<file path="config.mk">
export PLATFORM = sky130hd
export DESIGN_NAME = nes_debugger_spi_controller_flat
export DESIGN_NICKNAME = d
export VERILOG_FILES = /design/src/rtl/nes_debugger_pkg.sv /design/src/rtl/nes_debugger_spi_controller_if.sv /design/src/rtl/nes_debugger_spi_controller_spi_clk_gen.sv /design/src/rtl/nes_debugger_spi_controller.sv /design/src/flat_wrapper.sv
export SDC_FILE = /design/constraint.sdc
export NUM_CORES = 1
export LEC_CHECK = 0
export CORE_ASPECT_RATIO = 1.75
export CORE_UTILIZATION = 65
export DETAILED_ROUTE_END_ITERATION = 10
export DONT_BUFFER_PORTS = 1
export PLACE_DENSITY = 0.81
export SYNTH_ARGS = -nofsm -noshare
export SYNTH_HDL_FRONTEND = slang
export SYNTH_SLANG_ARGS = --single-unit
export TNS_END_PERCENT = 100
</file>
<file path="constraint.sdc">
create_clock -name i_clk -period 4.3 [get_ports i_clk]
set_input_delay 0.645 -clock i_clk [delete_from_list [all_inputs] [get_ports i_clk]]
set_output_delay 0.645 -clock i_clk [all_outputs]
set_load 0.05 [all_outputs]
</file>
<file path="src/rtl/nes_debugger_pkg.sv">
// Definitions shared by the debugger SPI host controller and the debugger peripheral:
// controller state encodings, SPI mode, and the debugger command set.
package nes_debugger_pkg;

  typedef enum logic [2:0] {
    ST_IDLE     = 3'd0,
    ST_CS_SETUP = 3'd1,
    ST_XFER     = 3'd2,
    ST_GAP      = 3'd3,
    ST_CS_HOLD  = 3'd4,
    ST_CS_IDLE  = 3'd5
  } state_e;

  // The link runs SPI mode 0, MSB first.
  localparam logic SPI_CPOL      = 1'b0;
  localparam logic SPI_CPHA      = 1'b0;
  localparam logic SPI_MSB_FIRST = 1'b1;
  localparam int   SPI_BYTE_BITS = 8;

  localparam logic RW_READ  = 1'b1;
  localparam logic RW_WRITE = 1'b0;

  typedef enum logic [7:0] {
    CMD_NOP       = 8'h00,
    CMD_ECHO      = 8'h01,
    CMD_CPU_HALT  = 8'h02,
    CMD_CPU_RUN   = 8'h03,
    CMD_CPU_STEP  = 8'h04,
    CMD_CPU_REGS  = 8'h05,
    CMD_CPU_MEM   = 8'h10,
    CMD_PPU_MEM   = 8'h11,
    CMD_CART_CFG  = 8'h20,
    CMD_QUERY_DBG = 8'h30
  } cmd_e;

  // Byte 0 of a frame: read/write flag in bit 7 above a 7-bit opcode.
  function automatic logic [7:0] cmd_header(input logic rw, input logic [6:0] opcode);
    return {rw, opcode};
  endfunction

  function automatic int byte_cycles(input int clks_per_half_bit);
    return 2 * SPI_BYTE_BITS * clks_per_half_bit;
  endfunction

endpackage

</file>
<file path="src/rtl/nes_debugger_spi_controller_if.sv">
// Client byte stream plus SPI pins of the debugger host controller, and its state for checkers.
interface nes_debugger_spi_controller_if;

  // Byte stream handshake: a byte moves on any clock edge where i_tx_dv and
  // o_tx_ready are both high; i_tx_last travels with it. i_tx_dv while
  // o_tx_ready is low is dropped. o_rx_dv is a one-cycle pulse, no back-pressure.
  logic        i_tx_dv;
  logic [7:0]  i_tx_byte;
  logic        i_tx_last;
  logic        o_tx_ready;
  logic        o_rx_dv;
  logic [7:0]  o_rx_byte;
  logic        o_busy;
  logic        o_spi_clk;
  logic        o_spi_copi;
  logic        i_spi_cipo;
  logic        o_spi_cs_n;
  nes_debugger_pkg::state_e o_dbg_state;

  modport master (
    output i_tx_dv, i_tx_byte, i_tx_last, i_spi_cipo,
    input  o_tx_ready, o_rx_dv, o_rx_byte, o_busy,
    input  o_spi_clk, o_spi_copi, o_spi_cs_n, o_dbg_state
  );

  modport slave (
    input  i_tx_dv, i_tx_byte, i_tx_last, i_spi_cipo,
    output o_tx_ready, o_rx_dv, o_rx_byte, o_busy,
    output o_spi_clk, o_spi_copi, o_spi_cs_n, o_dbg_state
  );

endinterface

</file>
<file path="src/rtl/nes_debugger_spi_controller_spi_clk_gen.sv">
// SCLK generator: half-bit counter producing SCLK (idle low) and one-cycle strobes
// that flag the clock edge on which SCLK rises or falls.
module spi_clk_gen #(
  parameter int CLKS_PER_HALF_BIT = 8
) (
  input  logic i_clk,
  input  logic i_reset,
  input  logic i_en,
  output logic o_sclk,
  output logic o_rise,
  output logic o_fall
);

  localparam int CW = (CLKS_PER_HALF_BIT > 1) ? $clog2(CLKS_PER_HALF_BIT) : 1;
  localparam logic [CW-1:0] HALF_MAX = CW'(CLKS_PER_HALF_BIT - 1);

  logic [CW-1:0] cnt_q, cnt_d;
  logic          sclk_q, sclk_d;
  logic          half_done;

  assign half_done = i_en && (cnt_q == HALF_MAX);

  // Disabled means parked: counter zero and SCLK low, so every enable starts a fresh low half.
  always_comb begin
    cnt_d  = cnt_q;
    sclk_d = sclk_q;
    if (!i_en) begin
      cnt_d  = '0;
      sclk_d = 1'b0;
    end else if (half_done) begin
      cnt_d  = '0;
      sclk_d = ~sclk_q;
    end else begin
      cnt_d = cnt_q + CW'(1);
    end
  end

  always_ff @(posedge i_clk or posedge i_reset) begin
    if (i_reset) begin
      cnt_q  <= '0;
      sclk_q <= 1'b0;
    end else begin
      cnt_q  <= cnt_d;
      sclk_q <= sclk_d;
    end
  end

  assign o_sclk = sclk_q;
  assign o_rise = half_done && !sclk_q;
  assign o_fall = half_done && sclk_q;

endmodule

</file>
<file path="src/rtl/nes_debugger_spi_controller.sv">
// SPI mode 0 host for the NES debugger link: frames client bytes into one CS_n window,
// shifting each byte out on COPI while capturing the reply from CIPO.
module nes_debugger_spi_controller
  import nes_debugger_pkg::*;
#(
  parameter int CLKS_PER_HALF_BIT = 8,
  parameter int CS_SETUP_CLKS     = 2,
  parameter int CS_HOLD_CLKS      = 2,
  parameter int CS_IDLE_CLKS      = 4
) (
  input logic i_clk,
  input logic i_reset,
  nes_debugger_spi_controller_if.slave bus
);

  localparam logic [15:0] SETUP_MAX = 16'(CS_SETUP_CLKS - 1);
  localparam logic [15:0] HOLD_MAX  = 16'(CS_HOLD_CLKS - 1);
  localparam logic [15:0] IDLE_MAX  = 16'(CS_IDLE_CLKS - 1);

  state_e      state_q, state_d;
  logic [15:0] timer_q, timer_d;
  logic [2:0]  bit_idx_q, bit_idx_d;
  logic [7:0]  tx_shift_q, tx_shift_d;
  logic [7:0]  rx_shift_q, rx_shift_d;
  logic [7:0]  rx_byte_q, rx_byte_d;
  logic        rx_dv_q, rx_dv_d;
  logic        last_q, last_d;
  logic        cs_n_q, cs_n_d;

  logic        tx_ready;
  logic        accept;
  logic        sclk;
  logic        sclk_rise;
  logic        sclk_fall;

  spi_clk_gen #(
    .CLKS_PER_HALF_BIT(CLKS_PER_HALF_BIT)
  ) u_spi_clk_gen (
    .i_clk   (i_clk),
    .i_reset (i_reset),
    .i_en    (state_q == ST_XFER),
    .o_sclk  (sclk),
    .o_rise  (sclk_rise),
    .o_fall  (sclk_fall)
  );

  assign tx_ready = (state_q == ST_IDLE) || (state_q == ST_GAP);
  assign accept   = bus.i_tx_dv && tx_ready;

  always_comb begin
    state_d    = state_q;
    bit_idx_d  = bit_idx_q;
    tx_shift_d = tx_shift_q;
    rx_shift_d = rx_shift_q;
    rx_byte_d  = rx_byte_q;
    rx_dv_d    = 1'b0;
    last_d     = last_q;

    case (state_q)
      ST_IDLE: begin
        if (accept) begin
          state_d    = ST_CS_SETUP;
          tx_shift_d = bus.i_tx_byte;
          last_d     = bus.i_tx_last;
        end
      end
      ST_CS_SETUP: begin
        if (timer_q == SETUP_MAX) state_d = ST_XFER;
      end
      ST_XFER: begin
        if (sclk_rise) rx_shift_d = {rx_shift_q[6:0], bus.i_spi_cipo};
        // Each falling edge advances COPI; the 8th one also closes the byte.
        if (sclk_fall) begin
          tx_shift_d = {tx_shift_q[6:0], 1'b0};
          if (bit_idx_q == 3'd7) begin
            bit_idx_d = 3'd0;
            rx_byte_d = rx_shift_q;
            rx_dv_d   = 1'b1;
            state_d   = last_q ? ST_CS_HOLD : ST_GAP;
          end else begin
            bit_idx_d = bit_idx_q + 3'd1;
          end
        end
      end
      ST_GAP: begin
        if (accept) begin
          state_d    = ST_XFER;
          tx_shift_d = bus.i_tx_byte;
          last_d     = bus.i_tx_last;
        end
      end
      ST_CS_HOLD: begin
        if (timer_q == HOLD_MAX) state_d = ST_CS_IDLE;
      end
      ST_CS_IDLE: begin
        if (timer_q == IDLE_MAX) state_d = ST_IDLE;
      end
      default: state_d = ST_IDLE;
    endcase

    timer_d = (state_d != state_q) ? 16'd0 : timer_q + 16'd1;
    cs_n_d  = (state_d == ST_IDLE) || (state_d == ST_CS_IDLE);
  end

  // CS_n releases asynchronously on reset because the debugger's own reset hangs off it.
  always_ff @(posedge i_clk or posedge i_reset) begin
    if (i_reset) begin
      state_q    <= ST_IDLE;
      timer_q    <= 16'd0;
      bit_idx_q  <= 3'd0;
      tx_shift_q <= 8'h00;
      rx_shift_q <= 8'h00;
      rx_byte_q  <= 8'h00;
      rx_dv_q    <= 1'b0;
      last_q     <= 1'b0;
      cs_n_q     <= 1'b1;
    end else begin
      state_q    <= state_d;
      timer_q    <= timer_d;
      bit_idx_q  <= bit_idx_d;
      tx_shift_q <= tx_shift_d;
      rx_shift_q <= rx_shift_d;
      rx_byte_q  <= rx_byte_d;
      rx_dv_q    <= rx_dv_d;
      last_q     <= last_d;
      cs_n_q     <= cs_n_d;
    end
  end

  assign bus.o_tx_ready  = tx_ready;
  assign bus.o_rx_dv     = rx_dv_q;
  assign bus.o_rx_byte   = rx_byte_q;
  assign bus.o_busy      = (state_q != ST_IDLE);
  assign bus.o_spi_clk   = sclk;
  assign bus.o_spi_copi  = tx_shift_q[7];
  assign bus.o_spi_cs_n  = cs_n_q;
  assign bus.o_dbg_state = state_q;

endmodule
</file>
<file path="src/flat_wrapper.sv">
// flat-port wrapper written by rule: the top's interface ports become plain ports
module nes_debugger_spi_controller_flat import nes_debugger_pkg::*;
#(
  parameter int CLKS_PER_HALF_BIT = 8,
  parameter int CS_SETUP_CLKS     = 2,
  parameter int CS_HOLD_CLKS      = 2,
  parameter int CS_IDLE_CLKS      = 4
)
  (i_clk, i_reset, bus_i_tx_dv, bus_i_tx_byte, bus_i_tx_last, bus_i_spi_cipo, bus_o_tx_ready, bus_o_rx_dv, bus_o_rx_byte, bus_o_busy, bus_o_spi_clk, bus_o_spi_copi, bus_o_spi_cs_n, bus_o_dbg_state);
  nes_debugger_spi_controller_if bus_i ();
  input logic i_clk;
  input logic i_reset;
  input wire logic [$bits(bus_i.i_tx_dv)-1:0] bus_i_tx_dv;
  input wire logic [$bits(bus_i.i_tx_byte)-1:0] bus_i_tx_byte;
  input wire logic [$bits(bus_i.i_tx_last)-1:0] bus_i_tx_last;
  input wire logic [$bits(bus_i.i_spi_cipo)-1:0] bus_i_spi_cipo;
  output wire logic [$bits(bus_i.o_tx_ready)-1:0] bus_o_tx_ready;
  output wire logic [$bits(bus_i.o_rx_dv)-1:0] bus_o_rx_dv;
  output wire logic [$bits(bus_i.o_rx_byte)-1:0] bus_o_rx_byte;
  output wire logic [$bits(bus_i.o_busy)-1:0] bus_o_busy;
  output wire logic [$bits(bus_i.o_spi_clk)-1:0] bus_o_spi_clk;
  output wire logic [$bits(bus_i.o_spi_copi)-1:0] bus_o_spi_copi;
  output wire logic [$bits(bus_i.o_spi_cs_n)-1:0] bus_o_spi_cs_n;
  output wire logic [$bits(bus_i.o_dbg_state)-1:0] bus_o_dbg_state;
  assign bus_i.i_tx_dv = bus_i_tx_dv;
  assign bus_i.i_tx_byte = bus_i_tx_byte;
  assign bus_i.i_tx_last = bus_i_tx_last;
  assign bus_i.i_spi_cipo = bus_i_spi_cipo;
  assign bus_o_tx_ready = bus_i.o_tx_ready;
  assign bus_o_rx_dv = bus_i.o_rx_dv;
  assign bus_o_rx_byte = bus_i.o_rx_byte;
  assign bus_o_busy = bus_i.o_busy;
  assign bus_o_spi_clk = bus_i.o_spi_clk;
  assign bus_o_spi_copi = bus_i.o_spi_copi;
  assign bus_o_spi_cs_n = bus_i.o_spi_cs_n;
  assign bus_o_dbg_state = bus_i.o_dbg_state;
  nes_debugger_spi_controller #(.CLKS_PER_HALF_BIT(CLKS_PER_HALF_BIT), .CS_SETUP_CLKS(CS_SETUP_CLKS), .CS_HOLD_CLKS(CS_HOLD_CLKS), .CS_IDLE_CLKS(CS_IDLE_CLKS)) u_core (.i_clk(i_clk), .i_reset(i_reset), .bus(bus_i));
endmodule
</file>
==> flow_summary.yaml <==
clock_tree:
  cts_tree: "done"
  cts_buffers: 5
  cts_resized: 0
  cts_buffer_depth: 2
  cts_setup_buffers: 0
  root_buffer: "clkbuf_8"
  clkTransAtPathRegs_ns: 0.10
  clk_latency_ns: 0.31
  h-tree-depth: 2
  ctsHoldBuffers: 0
  cts.sink_count: 53
timing:
  setup-violations-final: 0
  setup_slack_ns: 1.50
  setup-tns-final_ns: 0
  slew_headroom_pct: 27.0
  rsz0062_at_grt: "no"
  fmax_mhz: 357
  layout_min_cycle_time_ns: 2.80
  slew_viol_final: 0
  holdWs_ns: 0.458
  hold_violations: 0
  tightest_slew_ns: 1.09
  min_period_over_period_pct: 65.2
  clock_skew_ns: 0.0122
worst_hold_path:
  holdPathEnd: "u_core.u_spi_clk_gen.cnt_q[0]"
  min_path_type: "register to register"
  hp-start: "u_core.u_spi_clk_gen.cnt_q[0]"
  worstHoldPathCells: 1
worst_setup_path:
  reg2reg_slack_ns: 1.50
  crit_family: "compound AO/OA/AOI/OAI gates"
  r2r-start: "u_core.bus.o_dbg_state[0]"
  slowest_delay_ns: 0.90
  path_depth: 5
  r2r_cells: 5
  critPathKind: "register to register"
  path_buf_inv: 1
  reg2reg_to: "u_core.tx_shift_q[6]"
  cp_max_fo: 16
  cp.required_ns: 4.45
  cp-start-kind: "register"
  end_kind: "register"
  path_cells: "nor2b_1, nor3_2, buf_4, a21boi_1, o21ai_0"
  arrival_ns: 2.96
  crit_slowest_cell: "dfrtp_1"
synthesis:
  synth_seq_cells: 53
  ys.flop_type: "dfrtp_1"
  syn-num-nets: 252
  netlist_area_mm2: 0.00266
  ys_seq_area_share_pct: 50.0
  postSynthAreaPerCell_um2: 11.4
  yosysWarnings: 0
  synth_edf_count: 0
  synthCells: 233
  synth.distinct_cells: 44
  synthArstFlopShare_pct: 100
route:
  drc: 0
  wirelength_mm: 4.77
  vias: 1760
  final_antenna_net_count: 0
  firstDrtPassIters: 4
  wire_per_inst_um: 17.1
  viasPerCell: 6.33
  drtIter0Drc: 49
floorplanning:
  io-pin-count: 30
  placementRows: 30
  start_util_pct: 68.1
  die_h_um: 86.6
  dieArea_mm2: 0.00436
  die_x_um: 50.3
  core-area_mm2: 0.00390
cells_and_area:
  antenna_cells: 0
  final_cell_mix: "dfrtp_1 (52), mux2_2 (18), nand2_1 (17)"
  final_common_cell: "dfrtp_1"
  final_nets: 248
  area_growth_pct: 3.34
  layout-drive-gt1-share_pct: 20.4
place:
  dpl.hpwl_mm: 3.40
  io_buffers: 0
  place_ws_ns: 1.51
  gp_congestion: 0.917
power_and_ir_drop:
  p_total_mw: 1.51
  p_seq_share_pct: 52.0
  intPower_mw: 0.908
  swShare_pct: 39.9
  p_sw_mw: 0.603
  ir_drop_mv: 0.419
  p_leak_nw: 1.28
  clkPwrFrac_pct: 19.0
  powerDensity_mw_per_mm2: 550
  p_comb_share_pct: 29.1
run:
  maxCapViolCount: 0
grt:
  grt_max_degree: 54
  grt_use_total_pct: 23.9
  grt_pass1_wl_mm: 7.82
  grt_antenna_before_repair: 0
  grt-ovfl-total: 0
  first_global_vias: 1774
outcome:
  status: "completed"
## worst register-to-register path, delay by kind of cell, from the launching register on
family / cells / cell delay [ns]
buffers and inverters: 1 / 0.26
AOI/OAI and AO/OA: 2 / 1.01
DFF: 1 / 0.90
and+or+nand+nor: 2 / 0.47
## final cells by class
class | instances | area, µm²
flip-flops and latches | 53 | 1330
multi-input cells | 160 | 1230
fillers | 286 | 1160
clock buffers | 5 | 68.8
well taps | 48 | 60.1
inverters | 8 | 30.0
clock inverters | 3 | 25.0
repair buffers | 1 | 7.51
## stage by stage
stage / std cells / utilization [%] / instance area, µm²
6_report: 278 / 70.4 / 2750
5_1_grt: 278 / 70.4 / 2750
4_1_cts: 278 / 70.4 / 2750
3_5_place_dp: 270 / 67.9 / 2650
3_3_place_gp: 270 / 67.9 / 2650
2_1_floorplan: 233 / - / 2660
## state kept, by name, summed over array words and instances (netlist names)
| name | flops |
|---|---|
| u_core.bus.o_rx_dv | 1 |
| u_core.bit_idx_q | 3 |
| u_core.u_spi_clk_gen.o_sclk | 1 |
| u_core.timer_q | 16 |
| u_core.rx_shift_q | 8 |
| u_core.bus.o_dbg_state | 3 |
| u_core.bus.o_spi_cs_n | 1 |
| u_core.tx_shift_q | 8 |
| u_core.u_spi_clk_gen.cnt_q | 3 |
| u_core.last_q | 1 |
| u_core.bus.o_rx_byte | 8 |
## cell families (layout without fill, tap and decap cells)
logic type      count (synthesis)  count (layout)  share of synthesized area, %
xor+xnor                       15              15                          4.94
fa+ha+maj                       6               6                          2.82
flops                          53              53                          50.0
mux                            26              26                          10.6
compound gates                 27              27                          7.39
buf+inv                        20              17                          4.05
simple gates                   86              86                          20.2
## per-layer routing
layer | wire [µm] | GRT usage (%)
met1 | 1850 | 26.5
met2 | 2540 | 41.9
met3 | 231 | 5.09
met4 | 141 | 12.6
met5 | 0 | 0
## power by group through the flow
stage	combinational (mW)	clock (mW)	sequential, mW
floorplan	0.476	0	0.748
global placement	0.414	0	0.787
detailed placement	0.441	0	0.793
CTS	0.442	0.293	0.784
global route	0.484	0.311	0.805
finish	0.439	0.287	0.785
## worst max-delay path by stage
| stage | start | endpoint | slack, ns |
|---|---|---|---|
| finish | u_core.bus.o_dbg_state[0] | u_core.tx_shift_q[6] | 1.50 |
| global route | u_core.bus.o_dbg_state[0] | u_core.tx_shift_q[2] | 1.29 |
| CTS | u_core.bus.o_dbg_state[0] | u_core.tx_shift_q[2] | 1.51 |
| detailed placement | u_core.bus.o_dbg_state[0] | u_core.tx_shift_q[2] | 1.51 |
| global placement | u_core.bus.o_dbg_state[0] | u_core.tx_shift_q[4] | 1.76 |
| floorplan | u_core.bus.o_dbg_state[2] | u_core.timer_q[10] | 1.95 |
## cell usage after synthesis (2+ instances only)
| cell type | instances | area share [%] |
|---|---|---|
| a21o_1 | 2 | 0.56 |
| a21oi_1 | 3 | 0.56 |
| and2_1 | 2 | 0.47 |
| and4_1 | 4 | 1.3 |
| buf_2 | 6 | 1.1 |
| buf_6 | 3 | 1.3 |
| clkbuf_2 | 2 | 0.38 |
| dfrtp_1 | 52 | 49 |
| ha_1 | 6 | 2.8 |
| inv_1 | 8 | 1.1 |
| mux2_2 | 18 | 7.6 |
| mux2i_1 | 8 | 3.0 |
| nand2_1 | 17 | 2.4 |
| nand2b_1 | 6 | 1.4 |
| nand3_1 | 7 | 1.3 |
| nand4_1 | 7 | 1.6 |
| nor2_1 | 7 | 0.99 |
| nor2b_1 | 2 | 0.47 |
| nor3_1 | 11 | 2.1 |
| nor3_2 | 10 | 3.8 |
| nor3b_1 | 3 | 0.85 |
| nor4_1 | 3 | 0.71 |
| nor4_2 | 2 | 0.94 |
| o21ai_0 | 11 | 2.1 |
| xnor2_1 | 6 | 2.0 |
| xor2_1 | 9 | 3.0 |
Power figures use the tool's default switching activity.
